==> src/rtl/ofs_plat_avalon_mem_rdwr_if_to_mem_if_arb_pkg.sv <==
// Shared Avalon-MM types for the rd/wr to merged-bus arbiter slice.
// Widths default here; the arbiter itself takes them from its interfaces.
package ofs_plat_avalon_mem_rdwr_if_to_mem_if_arb_pkg;

  localparam int DEF_ADDR_WIDTH = 32;
  localparam int DEF_DATA_WIDTH = 64;
  localparam int DEF_BURST_CNT_WIDTH = 4;

  typedef logic [1:0] avmm_resp_t;

  localparam avmm_resp_t RESP_OKAY = 2'b00;

endpackage

==> src/rtl/ofs_plat_avalon_mem_rdwr_if_to_mem_if_arb_if.sv <==
// Split rd/wr Avalon-MM channel bundle and merged Avalon-MM bus bundle.
// to_master is the view of a block fed by a master; to_slave drives a slave.
interface ofs_plat_avalon_mem_rdwr_if
  import ofs_plat_avalon_mem_rdwr_if_to_mem_if_arb_pkg::*;
#(
  parameter int ADDR_WIDTH = DEF_ADDR_WIDTH,
  parameter int DATA_WIDTH = DEF_DATA_WIDTH,
  parameter int BURST_CNT_WIDTH = DEF_BURST_CNT_WIDTH
);
  logic [ADDR_WIDTH-1:0] rd_address;
  logic rd_read;
  logic [BURST_CNT_WIDTH-1:0] rd_burstcount;
  logic [DATA_WIDTH/8-1:0] rd_byteenable;
  logic rd_waitrequest;
  logic [DATA_WIDTH-1:0] rd_readdata;
  logic rd_readdatavalid;
  avmm_resp_t rd_response;

  logic [ADDR_WIDTH-1:0] wr_address;
  logic wr_write;
  logic [BURST_CNT_WIDTH-1:0] wr_burstcount;
  logic [DATA_WIDTH/8-1:0] wr_byteenable;
  logic [DATA_WIDTH-1:0] wr_writedata;
  logic wr_waitrequest;
  logic wr_writeresponsevalid;
  avmm_resp_t wr_response;

  modport to_master (
    input rd_address, rd_read, rd_burstcount, rd_byteenable,
    input wr_address, wr_write, wr_burstcount, wr_byteenable,
    input wr_writedata,
    output rd_waitrequest, rd_readdata, rd_readdatavalid,
    output rd_response,
    output wr_waitrequest, wr_writeresponsevalid, wr_response
  );

  modport to_slave (
    output rd_address, rd_read, rd_burstcount, rd_byteenable,
    output wr_address, wr_write, wr_burstcount, wr_byteenable,
    output wr_writedata,
    input rd_waitrequest, rd_readdata, rd_readdatavalid,
    input rd_response,
    input wr_waitrequest, wr_writeresponsevalid, wr_response
  );
endinterface

interface ofs_plat_avalon_mem_if
  import ofs_plat_avalon_mem_rdwr_if_to_mem_if_arb_pkg::*;
#(
  parameter int ADDR_WIDTH = DEF_ADDR_WIDTH,
  parameter int DATA_WIDTH = DEF_DATA_WIDTH,
  parameter int BURST_CNT_WIDTH = DEF_BURST_CNT_WIDTH
);
  logic [ADDR_WIDTH-1:0] address;
  logic read;
  logic write;
  logic [BURST_CNT_WIDTH-1:0] burstcount;
  logic [DATA_WIDTH/8-1:0] byteenable;
  logic [DATA_WIDTH-1:0] writedata;
  logic waitrequest;
  logic [DATA_WIDTH-1:0] readdata;
  logic readdatavalid;
  avmm_resp_t response;
  logic writeresponsevalid;

  modport to_slave (
    output address, read, write, burstcount, byteenable,
    output writedata,
    input waitrequest, readdata, readdatavalid, response,
    input writeresponsevalid
  );

  modport to_master (
    input address, read, write, burstcount, byteenable,
    input writedata,
    output waitrequest, readdata, readdatavalid, response,
    output writeresponsevalid
  );
endinterface

==> src/rtl/ofs_plat_avalon_mem_rdwr_if_to_mem_if_arb.sv <==
// Merges split rd/wr Avalon-MM channels onto one bus, alternating
// grants; write bursts own the bus until their last beat.
module ofs_plat_avalon_mem_rdwr_if_to_mem_if_arb
  import ofs_plat_avalon_mem_rdwr_if_to_mem_if_arb_pkg::*;
(
  input  logic clk,
  input  logic reset_n,
  ofs_plat_avalon_mem_rdwr_if.to_master mem_master,
  ofs_plat_avalon_mem_if.to_slave mem_slave
);
  localparam int BW = mem_master.BURST_CNT_WIDTH;

  typedef enum logic [1:0] {
    IDLE,
    RD_HOLD,
    WR_HOLD,
    WR_BURST
  } state_t;

  typedef logic [BW-1:0] bcnt_t;

  state_t state;
  state_t state_nxt;
  logic pri;
  logic pri_nxt;
  bcnt_t beats_left;
  bcnt_t beats_nxt;
  logic sel_rd;
  logic sel_wr;
  logic acc;

  always_comb begin
    sel_rd = 1'b0;
    sel_wr = 1'b0;
    unique case (state)
      IDLE: begin
        sel_rd = mem_master.rd_read &&
                 (!mem_master.wr_write || !pri);
        sel_wr = mem_master.wr_write && !sel_rd;
      end
      RD_HOLD: sel_rd = 1'b1;
      WR_HOLD: sel_wr = 1'b1;
      WR_BURST: sel_wr = 1'b1;
      default: sel_rd = 1'b0;
    endcase
    // Nothing may be granted while reset is held.
    if (!reset_n) begin
      sel_rd = 1'b0;
      sel_wr = 1'b0;
    end
  end

  assign acc = !mem_slave.waitrequest;

  assign mem_slave.read = sel_rd && mem_master.rd_read;
  assign mem_slave.write = sel_wr && mem_master.wr_write;
  assign mem_slave.address = sel_wr ? mem_master.wr_address
                                    : mem_master.rd_address;
  assign mem_slave.burstcount = sel_wr ? mem_master.wr_burstcount
                                       : mem_master.rd_burstcount;
  assign mem_slave.byteenable = sel_wr ? mem_master.wr_byteenable
                                       : mem_master.rd_byteenable;
  assign mem_slave.writedata = mem_master.wr_writedata;

  assign mem_master.rd_waitrequest = mem_slave.waitrequest || !sel_rd;
  assign mem_master.wr_waitrequest = mem_slave.waitrequest || !sel_wr;

  assign mem_master.rd_readdatavalid = mem_slave.readdatavalid;
  assign mem_master.rd_readdata = mem_slave.readdata;
  assign mem_master.rd_response = mem_slave.response;
  assign mem_master.wr_writeresponsevalid = mem_slave.writeresponsevalid;
  assign mem_master.wr_response = mem_slave.response;

  always_comb begin
    state_nxt = state;
    pri_nxt = pri;
    beats_nxt = beats_left;
    unique case (state)
      WR_BURST: begin
        if (mem_slave.write && acc) begin
          beats_nxt = beats_left - bcnt_t'(1);
          if (beats_left == bcnt_t'(1)) begin
            state_nxt = IDLE;
            pri_nxt = 1'b0;
          end
        end
      end
      default: begin
        if (mem_slave.read) begin
          state_nxt = acc ? IDLE : RD_HOLD;
          if (acc) pri_nxt = 1'b1;
        end else if (mem_slave.write) begin
          if (!acc) begin
            state_nxt = WR_HOLD;
          end else if (mem_slave.burstcount == bcnt_t'(1)) begin
            state_nxt = IDLE;
            pri_nxt = 1'b0;
          end else begin
            state_nxt = WR_BURST;
            beats_nxt = mem_slave.burstcount - bcnt_t'(1);
          end
        end else begin
          state_nxt = IDLE;
        end
      end
    endcase
  end

  always_ff @(posedge clk or negedge reset_n) begin
    if (!reset_n) begin
      state <= IDLE;
      pri <= 1'b0;
      beats_left <= '0;
    end else begin
      state <= state_nxt;
      pri <= pri_nxt;
      beats_left <= beats_nxt;
    end
  end

  // A first command beat with a zero burst length is illegal.
  a_bcnt_nonzero: assert property (
    @(posedge clk) disable iff (!reset_n)
    (mem_slave.read || (mem_slave.write && state != WR_BURST))
      |-> (mem_slave.burstcount != '0)
  );

endmodule

==> src/flat_wrapper.sv <==
// flat-port wrapper written by rule: the top's interface ports become plain ports
module ofs_plat_avalon_mem_rdwr_if_to_mem_if_arb_flat import ofs_plat_avalon_mem_rdwr_if_to_mem_if_arb_pkg::*;
  (clk, reset_n, mem_master_rd_address, mem_master_rd_read, mem_master_rd_burstcount, mem_master_rd_byteenable, mem_master_wr_address, mem_master_wr_write, mem_master_wr_burstcount, mem_master_wr_byteenable, mem_master_wr_writedata, mem_master_rd_waitrequest, mem_master_rd_readdata, mem_master_rd_readdatavalid, mem_master_rd_response, mem_master_wr_waitrequest, mem_master_wr_writeresponsevalid, mem_master_wr_response, mem_slave_address, mem_slave_read, mem_slave_write, mem_slave_burstcount, mem_slave_byteenable, mem_slave_writedata, mem_slave_waitrequest, mem_slave_readdata, mem_slave_readdatavalid, mem_slave_response, mem_slave_writeresponsevalid);
  ofs_plat_avalon_mem_rdwr_if #(.ADDR_WIDTH(32), .DATA_WIDTH(64), .BURST_CNT_WIDTH(4)) mem_master_i ();
  ofs_plat_avalon_mem_if #(.ADDR_WIDTH(32), .DATA_WIDTH(64), .BURST_CNT_WIDTH(4)) mem_slave_i ();
  input  logic clk;
  input  logic reset_n;
  input wire logic [$bits(mem_master_i.rd_address)-1:0] mem_master_rd_address;
  input wire logic [$bits(mem_master_i.rd_read)-1:0] mem_master_rd_read;
  input wire logic [$bits(mem_master_i.rd_burstcount)-1:0] mem_master_rd_burstcount;
  input wire logic [$bits(mem_master_i.rd_byteenable)-1:0] mem_master_rd_byteenable;
  input wire logic [$bits(mem_master_i.wr_address)-1:0] mem_master_wr_address;
  input wire logic [$bits(mem_master_i.wr_write)-1:0] mem_master_wr_write;
  input wire logic [$bits(mem_master_i.wr_burstcount)-1:0] mem_master_wr_burstcount;
  input wire logic [$bits(mem_master_i.wr_byteenable)-1:0] mem_master_wr_byteenable;
  input wire logic [$bits(mem_master_i.wr_writedata)-1:0] mem_master_wr_writedata;
  output wire logic [$bits(mem_master_i.rd_waitrequest)-1:0] mem_master_rd_waitrequest;
  output wire logic [$bits(mem_master_i.rd_readdata)-1:0] mem_master_rd_readdata;
  output wire logic [$bits(mem_master_i.rd_readdatavalid)-1:0] mem_master_rd_readdatavalid;
  output wire logic [$bits(mem_master_i.rd_response)-1:0] mem_master_rd_response;
  output wire logic [$bits(mem_master_i.wr_waitrequest)-1:0] mem_master_wr_waitrequest;
  output wire logic [$bits(mem_master_i.wr_writeresponsevalid)-1:0] mem_master_wr_writeresponsevalid;
  output wire logic [$bits(mem_master_i.wr_response)-1:0] mem_master_wr_response;
  output wire logic [$bits(mem_slave_i.address)-1:0] mem_slave_address;
  output wire logic [$bits(mem_slave_i.read)-1:0] mem_slave_read;
  output wire logic [$bits(mem_slave_i.write)-1:0] mem_slave_write;
  output wire logic [$bits(mem_slave_i.burstcount)-1:0] mem_slave_burstcount;
  output wire logic [$bits(mem_slave_i.byteenable)-1:0] mem_slave_byteenable;
  output wire logic [$bits(mem_slave_i.writedata)-1:0] mem_slave_writedata;
  input wire logic [$bits(mem_slave_i.waitrequest)-1:0] mem_slave_waitrequest;
  input wire logic [$bits(mem_slave_i.readdata)-1:0] mem_slave_readdata;
  input wire logic [$bits(mem_slave_i.readdatavalid)-1:0] mem_slave_readdatavalid;
  input wire logic [$bits(mem_slave_i.response)-1:0] mem_slave_response;
  input wire logic [$bits(mem_slave_i.writeresponsevalid)-1:0] mem_slave_writeresponsevalid;
  assign mem_master_i.rd_address = mem_master_rd_address;
  assign mem_master_i.rd_read = mem_master_rd_read;
  assign mem_master_i.rd_burstcount = mem_master_rd_burstcount;
  assign mem_master_i.rd_byteenable = mem_master_rd_byteenable;
  assign mem_master_i.wr_address = mem_master_wr_address;
  assign mem_master_i.wr_write = mem_master_wr_write;
  assign mem_master_i.wr_burstcount = mem_master_wr_burstcount;
  assign mem_master_i.wr_byteenable = mem_master_wr_byteenable;
  assign mem_master_i.wr_writedata = mem_master_wr_writedata;
  assign mem_master_rd_waitrequest = mem_master_i.rd_waitrequest;
  assign mem_master_rd_readdata = mem_master_i.rd_readdata;
  assign mem_master_rd_readdatavalid = mem_master_i.rd_readdatavalid;
  assign mem_master_rd_response = mem_master_i.rd_response;
  assign mem_master_wr_waitrequest = mem_master_i.wr_waitrequest;
  assign mem_master_wr_writeresponsevalid = mem_master_i.wr_writeresponsevalid;
  assign mem_master_wr_response = mem_master_i.wr_response;
  assign mem_slave_address = mem_slave_i.address;
  assign mem_slave_read = mem_slave_i.read;
  assign mem_slave_write = mem_slave_i.write;
  assign mem_slave_burstcount = mem_slave_i.burstcount;
  assign mem_slave_byteenable = mem_slave_i.byteenable;
  assign mem_slave_writedata = mem_slave_i.writedata;
  assign mem_slave_i.waitrequest = mem_slave_waitrequest;
  assign mem_slave_i.readdata = mem_slave_readdata;
  assign mem_slave_i.readdatavalid = mem_slave_readdatavalid;
  assign mem_slave_i.response = mem_slave_response;
  assign mem_slave_i.writeresponsevalid = mem_slave_writeresponsevalid;
  ofs_plat_avalon_mem_rdwr_if_to_mem_if_arb u_core (.clk(clk), .reset_n(reset_n), .mem_master(mem_master_i), .mem_slave(mem_slave_i));
endmodule
==> config.mk <==
export PLATFORM = sky130hd
export DESIGN_NAME = ofs_plat_avalon_mem_rdwr_if_to_mem_if_arb_flat
export DESIGN_NICKNAME = d
export VERILOG_FILES = /design/src/rtl/ofs_plat_avalon_mem_rdwr_if_to_mem_if_arb_pkg.sv /design/src/rtl/ofs_plat_avalon_mem_rdwr_if_to_mem_if_arb_if.sv /design/src/rtl/ofs_plat_avalon_mem_rdwr_if_to_mem_if_arb.sv /design/src/flat_wrapper.sv
export SDC_FILE = /design/constraint.sdc
export NUM_CORES = 1
export LEC_CHECK = 0
export BUFFER_PORTS_ARGS = -buffer_cell sky130_fd_sc_hd__buf_2
export CORE_AREA = 3 3 159 161
export CTS_CLUSTER_DIAMETER = 50
export CTS_CLUSTER_SIZE = 30
export DETAILED_ROUTE_END_ITERATION = 7
export DIE_AREA = 0 0 162 164
export HOLD_SLACK_MARGIN = 0.08
export SLEW_MARGIN = 40
export SYNTH_ARGS = -nofsm -noshare
export SYNTH_HDL_FRONTEND = slang
export SYNTH_SLANG_ARGS = --single-unit
==> constraint.sdc <==
create_clock -name clk -period 2.7 [get_ports clk]
set_clock_uncertainty 0.15 [all_clocks]
set_input_delay 0.54 -clock clk [delete_from_list [all_inputs] [get_ports clk]]
set_output_delay 0.54 -clock clk [all_outputs]
set_load 0.02 [all_outputs]
==> out/results.ini <==
[status]
status = completed

[final_layout]
most-common-layout-cells = 140 x buf_2, 41 x mux2_2, 14 x buf_4
layout_commonest_cell = buf_2
fin_nets = 507
utilization_pct = 10.21
finish.instance_area_um2 = 2461
syn2layout_area_growth_pct = 15.57
n_antenna_cell = 0
drive_above_1_share_pct = 74.82

[drt]
vias = 1779
drc = 0
routedWlPerCell_um = 13.61
vias_per_cell = 2.955
firstDrtPassIters = 4
dr.first_iter.drc_count = 26
routed_wl_mm = 8.194
drtAntennaViolNets = 0

[logic_synthesis]
yosysSeqAreaShare_pct = 8.226
synth_flop_cell = dfrtp_1
synthCells = 256
ys_warn_count = 0
synth_edf_count = 0
syn-mean-instance-area_um2 = 8.319
synthArstFlopShare_pct = 100.0
synth.distinct_cells = 38
synth_top_cell_by_area = buf_4
ys_top_cells_by_area = buf_4 47%, mux2_2 22%, dfrtp_1 8.2%
synth_seq_cells = 7
syn_nets = 484
synthDominantCellAreaShare_pct = 47.24
netlist_area_um2 = 2130

[timing]
hold_violations = 0
finalWorstPathRequiredPeriod_ps = 2600
rsz0062_at_grt = no
holdWs_ps = 88.19
timing.final.max_slew_violations = 0
setup_viol = 0
fmax_ghz = 0.3846
setup_ws_ps = 100.2
fin_setup_tns_ps = 0
period_share_pct = 96.29
tightest_slew_ps = 458.8
slew_headroom_pct = 69.19

[place]
place_area_um2 = 2325
pre_cts_slack_ps = 14.09
portBuffers = 140
gp_congestion = 0.6725
hpwlAfterDp_mm = 6.792

[grt]
grt_usage_pct = 5.150
grt_pass1_vias = 1689
overflow = 0
grt_pass1_wl_mm = 9.991
antenna_found_initial = 0
grt_max_degree = 22

[die]
rows = 57
core_um2 = 24110
ioPinCount = 407
die_y_um = 164
start_util_pct = 8.834
die_x_um = 162
dieArea_um2 = 26570

[cts]
root_buffer = clkbuf_16
h-tree-depth = 1
clk_pin_slew_ps = 40
clock-sinks = 7
cts_tree = built
clk_latency_ps = 230
clockBufferDepth = 2
cts-resized-gates = 0
cts_buffers = 3

[critical_path]
path_class = primary input to output pin
reg2reg_slack_ps = 350
end_kind = output pin
cp.arrival_ps = 1910
crit_fanout = 10
required_ps = 2010
start_kind = primary input
reg2reg_depth = 9

[job]
cap_violations = 0

[pwr]
vdd_drop_max_uv = 154.1
p_per_area_nw_per_um2 = 527.2
p_leak_nw = 1.111

[worst_hold_path]
min_path_type = primary input to async pin

## what timing repair did
item                       CTS  global route
setup buffers                0             3
hold buffers                 1             0
hold endpoints to repair     2             0
setup endpoints to repair    0            20
## layout make-up
class / instances / area [um2]
Multi-Input combinational cell: 103 / 898.4
Timing Repair Buffer: 158 / 880.8
Tap cell: 324 / 405.4
Clock buffer: 4 / 78.83
Inverter: 6 / 22.52
Sequential cell: 7 / 175.2
Fill cell: 2830 / 21640
## power by group
| part | leakage, nW | internal (mW) | switching (mW) | total [mW] |
|---|---|---|---|---|
| sequential | 0.0805 | 0.141 | 0.0434 | 0.185 |
| clock | 0.0382 | 0.197 | 0.0619 | 0.259 |
| combinational | 0.992 | 0.414 | 0.440 | 0.854 |
| total | 1.11 | 0.752 | 0.545 | 1.30 |
## per-layer routing
layer  global-route usage [%]  up-vias  wire length (um)
li1                         -      768                 -
met1                    4.130      753              2405
met2                    9.094      171              3982
met3                    2.396       87              1154
met4                    5.041        0               652
met5                        0        -                 0
## final timing paths
kind / startpoint / end
hold reg to reg: u_core.beats_left[3] / u_core.beats_left[3]
setup reg to reg: u_core.state[0] / u_core.beats_left[1]
hold / removal: reset_n / u_core.pri
setup / recovery: reset_n / mem_slave_address[2]
max in group asynchronous: reset_n / u_core.state[1]
min in group clk: u_core.beats_left[3] / u_core.beats_left[3]
## worst max-delay path: stages
cell	delay [ps]
buf_2	110
nand2_1	110
o31ai_4	290
buf_4	190
clkbuf_16	170
mux2_2	340
buf_2	160
## synth_stat cells, types with 2 or more instances
library cell,number
a22oi_1,2
ha_1,3
or3_1,3
and2_1,2
mux2_2,41
a21oi_1,4
buf_2,4
nand2_1,7
dfrtp_1,7
buf_4,134
inv_1,6
mux2i_1,3
o22ai_1,2
o21ai_0,3
nor2_1,6
nor3_1,5
xnor2_1,2
a31oi_1,2
## registers in the layout (all words and copies together) (netlist names)
name / count
u_core.pri: 1
u_core.state: 2
u_core.beats_left: 4
## logic make-up after synthesis
kind of cell	synth area share, %
xor+xnor	1.234
mux	23.80
compound gates	7.226
simple gates	7.756
buf+inv	50.00
flops	8.226
fa+ha+maj	1.763
## through the flow
| stage | power (mW) | instances |
|---|---|---|
| global placement | 0.9989 | 593 |
| global route | 1.390 | 602 |
| finish | 1.297 | 602 |
| detailed placement | 1.010 | 593 |
| CTS | 1.278 | 598 |
| floorplan | 0.9717 | 256 |
Note: power is estimated with default switching activity, not from simulation.
